File: config.mk
export PLATFORM = sky130hd
export DESIGN_NAME = button_conditioner
export DESIGN_NICKNAME = d
export VERILOG_FILES = /design/src/rtl/watch_pkg.sv /design/src/rtl/ms_tick_gen.sv /design/src/rtl/button_conditioner.sv
export SDC_FILE = /design/constraint.sdc
export NUM_CORES = 1
export LEC_CHECK = 0
export BUFFER_PORTS_ARGS = -buffer_cell sky130_fd_sc_hd__buf_2
export CAP_MARGIN = 25
export CELL_PAD_IN_SITES_DETAIL_PLACEMENT = 1
export CELL_PAD_IN_SITES_GLOBAL_PLACEMENT = 1
export CORE_MARGIN = 2
export CORE_UTILIZATION = 45
export CTS_BUF_LIST = sky130_fd_sc_hd__clkbuf_16
export CTS_CLUSTER_DIAMETER = 100
export DETAILED_ROUTE_END_ITERATION = 8
export GPL_ROUTABILITY_DRIVEN = 0
export PLACE_DENSITY = 0.86
export SLEW_MARGIN = 20
export SYNTH_ARGS = -nofsm -noshare
export SYNTH_HDL_FRONTEND = slang
export SYNTH_SLANG_ARGS = --single-unit
File: constraint.sdc
create_clock -name clk -period 5.5 [get_ports clk]
set_clock_uncertainty 0.05 [all_clocks]
set_input_delay 0.275 -clock clk [delete_from_list [all_inputs] [get_ports clk]]
set_output_delay 0.275 -clock clk [all_outputs]
set_load 0.01 [all_outputs]
File: src/rtl/watch_pkg.sv
// Shared watch constants: time base and button FSM state codes.
// Imported by button_conditioner, ms_tick_gen and the watch FSM.
package watch_pkg;

    localparam int MS_PER_SEC       = 1000;
    localparam int CLK_FREQ_DEFAULT = 100_000_000;

    localparam logic [1:0] BTN_IDLE   = 2'd0;
    localparam logic [1:0] BTN_HOLD   = 2'd1;
    localparam logic [1:0] BTN_REPEAT = 2'd2;

endpackage

File: src/rtl/ms_tick_gen.sv
// 1 ms time base: one-cycle ms_tick at the prescaler terminal count.
// Ports: clk, reset_n (sync, active-low) in; ms_tick out.
module ms_tick_gen
    import watch_pkg::*;
#(
    parameter int CLK_FREQ = CLK_FREQ_DEFAULT
) (
    input  logic clk,
    input  logic reset_n,
    output logic ms_tick
);

    localparam int DIV_RAW = CLK_FREQ / MS_PER_SEC;
    localparam int DIV     = (DIV_RAW < 1) ? 1 : DIV_RAW;
    localparam int W       = (DIV > 1) ? $clog2(DIV) : 1;
    localparam logic [W-1:0] TC = W'(DIV - 1);

    logic [W-1:0] cnt;

    always_ff @(posedge clk) begin
        if (!reset_n) begin
            cnt <= '0;
        end else if (cnt == TC) begin
            cnt <= '0;
        end else begin
            cnt <= cnt + 1'b1;
        end
    end

    assign ms_tick = (cnt == TC);

endmodule

File: src/rtl/button_conditioner.sv
// Button front end: 2-FF sync, ms debounce, press/release ticks.
// Ports: clk, reset_n, btn_in in; btn_level, press_tick,
// release_tick, long_press out. Define AUTO_REPEAT_EN for
// hold-to-repeat; otherwise press_tick is edge-only and
// long_press is tied low.
module button_conditioner
    import watch_pkg::*;
#(
    parameter int CLK_FREQ    = CLK_FREQ_DEFAULT,
    parameter int N_BTN       = 4,
    parameter int DEBOUNCE_MS = 10,
    parameter int HOLD_MS     = 500,
    parameter int REPEAT_MS   = 100
) (
    input  logic             clk,
    input  logic             reset_n,
    input  logic [N_BTN-1:0] btn_in,
    output logic [N_BTN-1:0] btn_level,
    output logic [N_BTN-1:0] press_tick,
    output logic [N_BTN-1:0] release_tick,
    output logic [N_BTN-1:0] long_press
);

    localparam int DB_W = $clog2(DEBOUNCE_MS + 1);
    localparam logic [DB_W-1:0] DB_TC = DB_W'(DEBOUNCE_MS);

    if (DEBOUNCE_MS < 1 || HOLD_MS < 1 || REPEAT_MS < 1)
    begin : g_bad_param
        $error("button_conditioner: ms parameters must be >= 1");
    end

    logic ms_tick;

    ms_tick_gen #(
        .CLK_FREQ (CLK_FREQ)
    ) u_ms_tick (
        .clk     (clk),
        .reset_n (reset_n),
        .ms_tick (ms_tick)
    );

    for (genvar i = 0; i < N_BTN; i++) begin : g_ch

        logic            sync_q1;
        logic            sync_q2;
        logic            level;
        logic            level_d;
        logic            edge_press;
        logic            edge_rel;
        logic            rise;
        logic            fall;
        logic [DB_W-1:0] db_cnt;
        logic [DB_W-1:0] db_nxt;

        always_ff @(posedge clk) begin
            if (!reset_n) begin
                sync_q1 <= 1'b0;
                sync_q2 <= 1'b0;
            end else begin
                sync_q1 <= btn_in[i];
                sync_q2 <= sync_q1;
            end
        end

        assign db_nxt = db_cnt + 1'b1;

        // Counter only advances while the synced input disagrees
        // with the accepted level; any agreement restarts it.
        always_ff @(posedge clk) begin
            if (!reset_n) begin
                db_cnt <= '0;
                level  <= 1'b0;
            end else if (sync_q2 == level) begin
                db_cnt <= '0;
            end else if (ms_tick) begin
                if (db_nxt == DB_TC) begin
                    level  <= sync_q2;
                    db_cnt <= '0;
                end else begin
                    db_cnt <= db_nxt;
                end
            end
        end

        assign rise = level & ~level_d;
        assign fall = ~level & level_d;

        always_ff @(posedge clk) begin
            if (!reset_n) begin
                level_d    <= 1'b0;
                edge_press <= 1'b0;
                edge_rel   <= 1'b0;
            end else begin
                level_d    <= level;
                edge_press <= rise;
                edge_rel   <= fall;
            end
        end

        assign btn_level[i]    = level;
        assign release_tick[i] = edge_rel;

`ifdef AUTO_REPEAT_EN
        localparam int RP_MAX =
            (HOLD_MS > REPEAT_MS) ? HOLD_MS : REPEAT_MS;
        localparam int RP_W = $clog2(RP_MAX + 1);
        localparam logic [RP_W-1:0] HOLD_TC = RP_W'(HOLD_MS);
        localparam logic [RP_W-1:0] REP_TC  = RP_W'(REPEAT_MS);

        logic [1:0]      state;
        logic [RP_W-1:0] hold_cnt;
        logic [RP_W-1:0] hold_nxt;
        logic            rpt_q;
        logic            long_q;

        assign hold_nxt = hold_cnt + 1'b1;

        // A fall always wins, so an expiry coinciding with the
        // release never produces a repeat tick.
        always_ff @(posedge clk) begin
            if (!reset_n) begin
                state    <= BTN_IDLE;
                hold_cnt <= '0;
                rpt_q    <= 1'b0;
                long_q   <= 1'b0;
            end else begin
                rpt_q <= 1'b0;
                if (fall) begin
                    state    <= BTN_IDLE;
                    hold_cnt <= '0;
                    long_q   <= 1'b0;
                end else begin
                    unique case (state)
                        BTN_IDLE: begin
                            if (rise) begin
                                state    <= BTN_HOLD;
                                hold_cnt <= '0;
                            end
                        end
                        BTN_HOLD: begin
                            if (ms_tick) begin
                                if (hold_nxt == HOLD_TC) begin
                                    state    <= BTN_REPEAT;
                                    hold_cnt <= '0;
                                    rpt_q    <= 1'b1;
                                    long_q   <= 1'b1;
                                end else begin
                                    hold_cnt <= hold_nxt;
                                end
                            end
                        end
                        BTN_REPEAT: begin
                            if (ms_tick) begin
                                if (hold_nxt == REP_TC) begin
                                    hold_cnt <= '0;
                                    rpt_q    <= 1'b1;
                                end else begin
                                    hold_cnt <= hold_nxt;
                                end
                            end
                        end
                        default: begin
                            state    <= BTN_IDLE;
                            hold_cnt <= '0;
                            long_q   <= 1'b0;
                        end
                    endcase
                end
            end
        end

        assign press_tick[i] = edge_press | rpt_q;
        assign long_press[i] = long_q;
`else
        assign press_tick[i] = edge_press;
        assign long_press[i] = 1'b0;
`endif

    end

endmodule

# After elaboration in Yosys (flattened, before gate mapping)
# Index checks and enable logic that the tools add are counted.
[word_totals]
reg_bits = 57
input_bits = 6
word_cells = 77
output_inout_bits = 16
[op_classes]
n_bitwise = 21
reduce_logical = 9
eq_ne = 9
muxes = 4
addsub = 5
[op_table]
columns = ["cell", "n"]
rows = [
  ["$add 17x1->17 const B", 1],
  ["$eq 17x17->1 const B", 1],
  ["$add 4x1->4 const B", 4],
  ["$eq 4x4->1 const B", 4],
  ["$mux 4", 4],
  ["$not 1->1", 13],
  ["$reduce_and 3->1", 4],
  ["$reduce_or 2->1", 5],
  ["$and 1x1->1", 8],
  ["$eq 1x1->1", 4],
]

# Logic depth before layout (Yosys ltp)
# Gate-level depths: netlist of run 1.
[logic_depth]
word_depth = 3
mapped_depth = 8
ltp_nobuf = 6

# Hierarchy
# Synthesis of run 1 repeated with hierarchy kept, for this count alone.
[unflattened]
hier_cells = 298
area_unflattened_um2 = 2748.9
[by_module_without_submodules]
columns = ["mod", "area_per_inst_um2", "n_inst", "seq_area_each_um2", "cells_per_inst"]
rows = [
  ["button_conditioner", 1960.6, 1, 800.8, 211],
  ["ms_tick_gen", 788.3, 1, 340.3, 87],
]

# Worst setup path after synthesis of run 1
# Ideal clock, no wire load.
[synth_timing]
kind = "register to register"
startpoint = "reg u_ms_tick.cnt[0]"
endpoint = "reg g_ch[1].db_cnt[0]"
t_arrival_ns = 1.701
required_time_ns = 5.383
slack_ns = 3.682
stages_incl_launch_ff = 8
setup_time_ns = 0.067
n_path_buf = 1
period_less_slack_ns = 1.818
path_cell_list = "dfxtp_1 -> ha_1 -> and4_1 -> and4b_1 -> buf_6 -> nand2_4 -> or3_1 -> a21oi_2"
[synth_between]
elab_chain_cells = 1
[synth_rtl]
columns = ["item", "line_no", "text"]
rows = [
  ["from (decl)", "ms_tick_gen.sv:18", "logic [W-1:0] cnt;"],
  ["from (signal assigned)", "ms_tick_gen.sv:26", "cnt <= cnt + 1'b1;"],
  ["$eq 17x17->1", "ms_tick_gen.sv:30", "assign ms_tick = (cnt == TC);"],
  ["to (signal assigned)", "button_conditioner.sv:80", "db_cnt <= db_nxt;"],
  ["to (decl)", "button_conditioner.sv:52", "logic [DB_W-1:0] db_cnt;"],
]
# No other way between the ends.
# A chain may end at the register's enable or synchronous reset.

# Final worst setup path of run 1
[layout_timing]
startpoint = "reg u_ms_tick.cnt[0]"
endpoint = "reg u_ms_tick.cnt[16]"
[layout_between]
elab_chain_cells = 2
elab_cells_between_ends = 3
cone_classes = "add/sub: 1; eq/ne: 1; reduce/logical: 1"
[layout_rtl]
columns = ["item"]
rows = [
  ["branches (longest 2 deep; another with $add 17x1->17)"],
]
# Parallel ways; which one is timed is not known.

==> results of run 1 <==
## cell families (layout without fill, tap and decap cells)
family                   count (synthesis)  count (layout)  synth area share [%]
AND/OR/NAND/NOR                        138             138                 27.13
flip-flops                              57              57                 43.55
buffers and inverters                   32              41                 7.306
AO/OA/AOI/OAI                           28              28                 7.068
XOR/XNOR                                28              28                 9.360
adder cells (fa/ha/maj)                  9               9                 4.298
multiplexers                             3               3                 1.146
other                                    1               4                0.1431
## cell usage in the layout, fill, tap and decap left out, types with 2 or more instances in the layout
master / Yosys / final
xnor2_1: 13 / 13
bufinv_16: 0 / 2
and4b_1: 2 / 2
nand3b_1: 4 / 4
mux2i_1: 3 / 3
clkinvlp_4: 0 / 2
nor4_1: 2 / 2
or3_1: 2 / 2
nand4_1: 4 / 4
and2_1: 14 / 14
a21oi_1: 13 / 13
o31ai_1: 6 / 6
nor3_1: 3 / 3
ha_1: 9 / 9
nor2_1: 30 / 30
dfxtp_1: 57 / 57
inv_1: 8 / 9
nor4bb_1: 3 / 3
and3_1: 4 / 4
conb_1: 1 / 4
xor2_1: 15 / 15
a41oi_1: 3 / 3
buf_2: 2 / 17
clkbuf_16: 0 / 9
clkinv_1: 0 / 2
nand3_1: 23 / 23
nand2_1: 39 / 39
## routing by layer
metal	share of wire [%]	wire length, um	GRT usage, %
met1	45	2647	23.48
met2	52	3061	35.75
met3	2.5	148	6.517
met4	1.2	74	7.627
met5	0	0	0
## final cells by class
type,count,area [sq um]
Fill cell,666,2618
Multi-Input combinational cell,210,1299
Sequential cell,57,1141
Clock buffer,9,225.2
Tap cell,72,90.09
Clock inverter,7,86.33
Timing Repair Buffer,17,85.08
Inverter,8,30.03
## sequential cells by signal (all words and copies together) (netlist names)
register / flops
g_ch.db_cnt: 16
g_ch.edge_press: 4
g_ch.edge_rel: 4
g_ch.level: 4
g_ch.level_d: 4
g_ch.sync_q1: 4
g_ch.sync_q2: 4
u_ms_tick.cnt: 17
## cell usage after synthesis, types with 2 or more instances
library cell and count:
mux2i_1 3, xor2_1 15, buf_2 2, and3_1 4, nor3_1 3, a41oi_1 3, nand4_1 4, a21oi_1 13
nor4bb_1 3, o31ai_1 6, or3_1 2, clkbuf_1 4, dfxtp_1 57, buf_4 16, nor4_1 2, nand3_1 23
nand2_1 39, xnor2_1 13, ha_1 9, nand3b_1 4, and4b_1 2, nor2_1 30, inv_1 8, and2_1 14
## report_power, final
part | total (mW) | switching [mW] | internal (mW)
Sequential | 0.422 | 0.00354 | 0.418
Combinational | 0.0164 | 0.0110 | 0.00546
Clock | 0.580 | 0.189 | 0.391
## worst max-delay path by stage
stage	end	start	slack [ns]	cells after the start
final	u_ms_tick.cnt[16]	u_ms_tick.cnt[0]	3.12	6
after detailed placement	u_ms_tick.cnt[10]	u_ms_tick.cnt[0]	3.17	6
after CTS	u_ms_tick.cnt[16]	u_ms_tick.cnt[0]	3.11	6
after global routing	u_ms_tick.cnt[16]	u_ms_tick.cnt[0]	2.93	6
after floorplan	g_ch[1].db_cnt[0]	u_ms_tick.cnt[0]	3.68	7
after global placement	u_ms_tick.cnt[7]	u_ms_tick.cnt[0]	3.32	6
## critical path, cell delays in order (launching register included)
cell     delay (ns)
dfxtp_1        0.38
ha_1           0.29
and4_1         0.30
and4b_1        0.45
nand2_4        0.21
nand2_1        0.46
nor2_1         0.11
==> summary.txt, run 1 <==
Cells and area
  – Post-route insts no fill: between 300 and 400
  – Final Cell Area: 2957 sq um
  – Fraction of layout cells with a size suffix above 1: a little under an eighth
  – Area Growth Syn to Fin: 12.85%
  – ANT cells: 0
  – Nets@finish: between 300 and 400
  – Post-layout util: 53.04%

Clocking
  – Setup Buffers After CTS: 0
  – CTS tree: built
  – Insertion delay to the later sink of the worst-skew pair: about 0.32 ns
  – H-tree levels: 3
  – Post-CTS Resized: 0
  – # clock sinks: 57
  – Clk pin slew, worst setup/hold paths: 0.05 ns
  – Root buffer selected by CTS: clkbuf_16
  – CTS buffer count: 9
  – CTS Hold Buffers Added: 0
  – Clk buf depth: 2

Synth
  – Post-synth cell types: 41
  – EDFF count, synth: 0
  – Sequential cell area fraction in the yosys report: between 40% and 50%
  – Yosys top cell area share: a little over two fifths
  – Synth Cell Area: around 2600 sq um
  – Synth Flop Type: dfxtp_1
  – Mapped Cells: just under 300
  – Yosys Warn Count: 0
  – Post-synth top area cell: dfxtp_1
  – FF+latch count, synth: 57
  – Synth top area cells: dfxtp_1 (44%), nand2_1 (5.6%), xor2_1 (5.0%), buf_4 (4.6%), nand3_1 (4.4%)
  – Synthesized area per cell: between 8 and 9 sq um
  – Async SR Flop Fraction: 0%

Die
  – Rows: 27
  – Core Box Area: between 5000 and 6000 sq um
  – IO Count: 22
  – Die Y: approximately 80 um
  – Die footprint: 6449 sq um
  – Initial Util: 47.00%
  – Die X: 80.31 um

Power and ir drop
  – Peak supply drop: ~240 uV
  – Pwr per Cell Area: 344.3 nW/um^2
  – Pleak: between 1 and 1.5 nW
  – Total power: ~1.0 mW

Route
  – Routed vias: roughly 2,000
  – DRC viols: 0
  – Iter 0 DRT Violations: 88
  – Post-DRT Antenna Nets: 0
  – DRT Pass-1 Iters: 4
  – Vias per cell: about 5.3
  – Post-Route WL: approximately 5.9 mm
  – Routed wire per std cell: ~16 um

Worst setup path
  – R2R setup slack: approximately 3.1 ns
  – Req. time, crit path: between 5 and 6 ns
  – Setup CP Type: flop to flop
  – Reg-to-reg startpoint: u_ms_tick.cnt[0]
  – R2r endpoint: u_ms_tick.cnt[16]
  – Startpoint class of the critical path: flop
  – Endpoint type of the worst setup path: flop
  – CP max FO: 18
  – Worst R2R Path Depth: 6
  – Critical path arrival: roughly 2.5 ns

Timing
  – RSZ-0062 raised after global routing: no
  – Final critical-path setup slack: 3.118 ns
  – Crit path time final: between 2 and 2.5 ns
  – Slew Limit Fails: 0
  – Hold slack: 0.1105 ns
  – Setup violators final: 0
  – Slew headroom: roughly two thirds
  – Tightest Pin Transition: 0.5052 ns
  – Fin. Hold Viols: 0
  – Setup TNS: 0 ns
  – Fmax: between 400 and 500 MHz
  – Crit share post-route: 43.31%

Placed design
  – IO Port Bufs: 17
  – Placed insts: between 300 and 400
  – Post-Place Setup Slack: between 3 and 4 ns
  – Final HPWL DP: ~3.8 mm
  – Dpl cell area: roughly 2600 sq um

GRT
  – GR Overflow Total: 0
  – All-layer global routing usage: between 20 and 25%
  – Largest net degree at the start of global routing: 32
  – Vias in the first global route: 2,193
  – Initial antenna violation count: 0
  – First-pass GRT wire length: ~10 mm

Status
  – Outcome: finished clean

Min path
  – Hold path start: btn_in[1]
  – Hold Path Sink: g_ch[1].sync_q1
  – Hold path depth: 2
  – HP Class: primary input to flop

Job
  – Max-Cap Viols: 0
Note: power is estimated with default switching activity, not from simulation.
==> run 2: changes to the inputs <==
==> constraint.sdc (replaced) <==
create_clock -name clk -period 2.3 [get_ports clk]
set_clock_uncertainty 0.05 [all_clocks]
set_input_delay 0.115 -clock clk [delete_from_list [all_inputs] [get_ports clk]]
set_output_delay 0.115 -clock clk [all_outputs]
set_load 0.01 [all_outputs]
==> summary.txt, run 2 (synthesis results as in run 1) <==
GRT
  – Initial antenna violation count: 0
  – Vias in the first global route: approximately 2,200
  – All-layer global routing usage: around a fifth
  – Largest net degree at the start of global routing: 32
  – GR Overflow Total: 0
  – First-pass GRT wire length: roughly 10 mm

Min path
  – HP Class: primary input to flop
  – Hold Path Sink: g_ch[0].edge_rel
  – Hold path depth: 3
  – Hold path start: reset_n

Clocking
  – Post-CTS Resized: 0
  – Insertion delay to the later sink of the worst-skew pair: about 0.32 ns
  – CTS Hold Buffers Added: 4
  – Clk pin slew, worst setup/hold paths: around 0.050 ns
  – # clock sinks: 57
  – H-tree levels: 3
  – CTS buffer count: 9
  – Setup Buffers After CTS: 0
  – Root buffer selected by CTS: clkbuf_16
  – Clk buf depth: 2
  – CTS tree: built

Timing
  – Tightest Pin Transition: about 0.52 ns
  – Slew headroom: 65.35%
  – RSZ-0062 raised after global routing: no
  – Crit share post-route: between 90% and 100%
  – Crit path time final: between 2 and 2.5 ns
  – Fin. Hold Viols: 0
  – Hold slack: around 0.22 ns
  – Fmax: between 400 and 500 MHz
  – Setup TNS: 0 ns
  – Setup violators final: 0
  – Slew Limit Fails: 0

Power and ir drop
  – Pleak: approximately 1.2 nW
  – Pwr per Cell Area: 735.9 nW/um^2
  – Peak supply drop: a little over 500 uV
  – Total power: ~2.2 mW

Cells and area
  – Max reg flops: 17
  – Fraction of layout cells with a size suffix above 1: ~11%
  – Most frequent cells in the layout: dfxtp_1 (57), nand2_1 (39), nor2_1 (30), nand3_1 (23), buf_2 (17)
  – ANT cells: 0
  – Leading cell type in the layout, fill and taps excluded: dfxtp_1
  – Biggest register: u_ms_tick.cnt
  – Area Growth Syn to Fin: 12.80%
  – Nets@finish: roughly 320
  – Post-layout util: between 50% and 60%
  – Largest regs: u_ms_tick.cnt x17, g_ch.db_cnt x16

Route
  – Iter 0 DRT Violations: 63
  – DRT Pass-1 Iters: 4
  – Post-DRT Antenna Nets: 0
  – Routed wire per std cell: between 15 and 20 um
  – Vias per cell: approximately 5.4
  – DRC viols: 0
  – Routed vias: approximately 2,100
  – Post-Route WL: just under 6 mm

Worst setup path
  – R2r endpoint: u_ms_tick.cnt[8]
  – Startpoint class of the critical path: flop
  – CP max FO: 18
  – Reg-to-reg startpoint: u_ms_tick.cnt[0]
  – Worst R2R Path Depth: 6
  – Critical path arrival: 2.25 ns
  – Req. time, crit path: ~2.4 ns
  – Endpoint type of the worst setup path: flop
  – Setup CP Type: flop to flop
  – R2R setup slack: between 0.15 and 0.2 ns

Job
  – Max-Cap Viols: 0

Status
  – Outcome: finished clean

Die
  – Die footprint: between 6000 and 7000 sq um
  – Core Box Area: ~5600 sq um
  – IO Count: 22
  – Die X: 80.31 um
  – Rows: 27
  – Die Y: 80.31 um
  – Initial Util: between 40% and 50%

Placed design
  – Final HPWL DP: between 3 and 4 mm
  – IO Port Bufs: 17
## run 2: cell type report
cell class	count	area (sq um)
multi-input combinational	210	1299
clock inverter	7	30.03
sequential	57	1141
fill	655	2619
inverter	8	30.03
clock buffer	9	225.2
timing repair buffer	23	140.1
tap	72	90.09
## run 2: worst max-delay path by stage
| stage | from | endpoint | slack, ns | depth (start not counted) |
|---|---|---|---|---|
| after global routing | u_ms_tick.cnt[0] | u_ms_tick.cnt[8] | 0.03 | 6 |
| final | u_ms_tick.cnt[0] | u_ms_tick.cnt[8] | 0.18 | 6 |
| after global placement | u_ms_tick.cnt[0] | u_ms_tick.cnt[7] | 0.35 | 6 |
| after detailed placement | u_ms_tick.cnt[0] | u_ms_tick.cnt[12] | 0.24 | 6 |
| after CTS | u_ms_tick.cnt[0] | u_ms_tick.cnt[8] | 0.20 | 6 |
| after floorplan | u_ms_tick.cnt[0] | g_ch[1].db_cnt[0] | 0.48 | 7 |
## run 2: per-stage QoR
stage,setup WS [ns],instance area (sq um),cells
3_5_place_dp,0.2425,2660,366
2_1_floorplan,0.4821,2631,299
3_3_place_gp,0.3541,2660,366
5_1_grt,0.03250,2955,386
6_report,0.1843,2955,386
4_1_cts,0.2033,2955,386
## run 2: critical path, stage by stage, from the launching register on
cell and delay, ns:
dfxtp_1 0.38, ha_1 0.27, and4_1 0.29, and4b_1 0.28, nand2_4 0.15, nand2_1 0.44
nor2_1 0.12
## run 2: metal layers
layer	vias up	global-route usage [%]	share of wire (%)
met2	43	37.67	52
met5	-	0	0
met1	1016	23.68	42
met3	15	5.618	3.4
li1	1007	-	-
met4	0	9.322	2.4
## run 2: report_power, final
group	internal, mW	switching (mW)	leakage [nW]
Clock	0.703	0.420	0.136
Sequential	1.00	0.00796	0.461
Combinational	0.0174	0.0256	0.580
Total	1.72	0.453	1.18
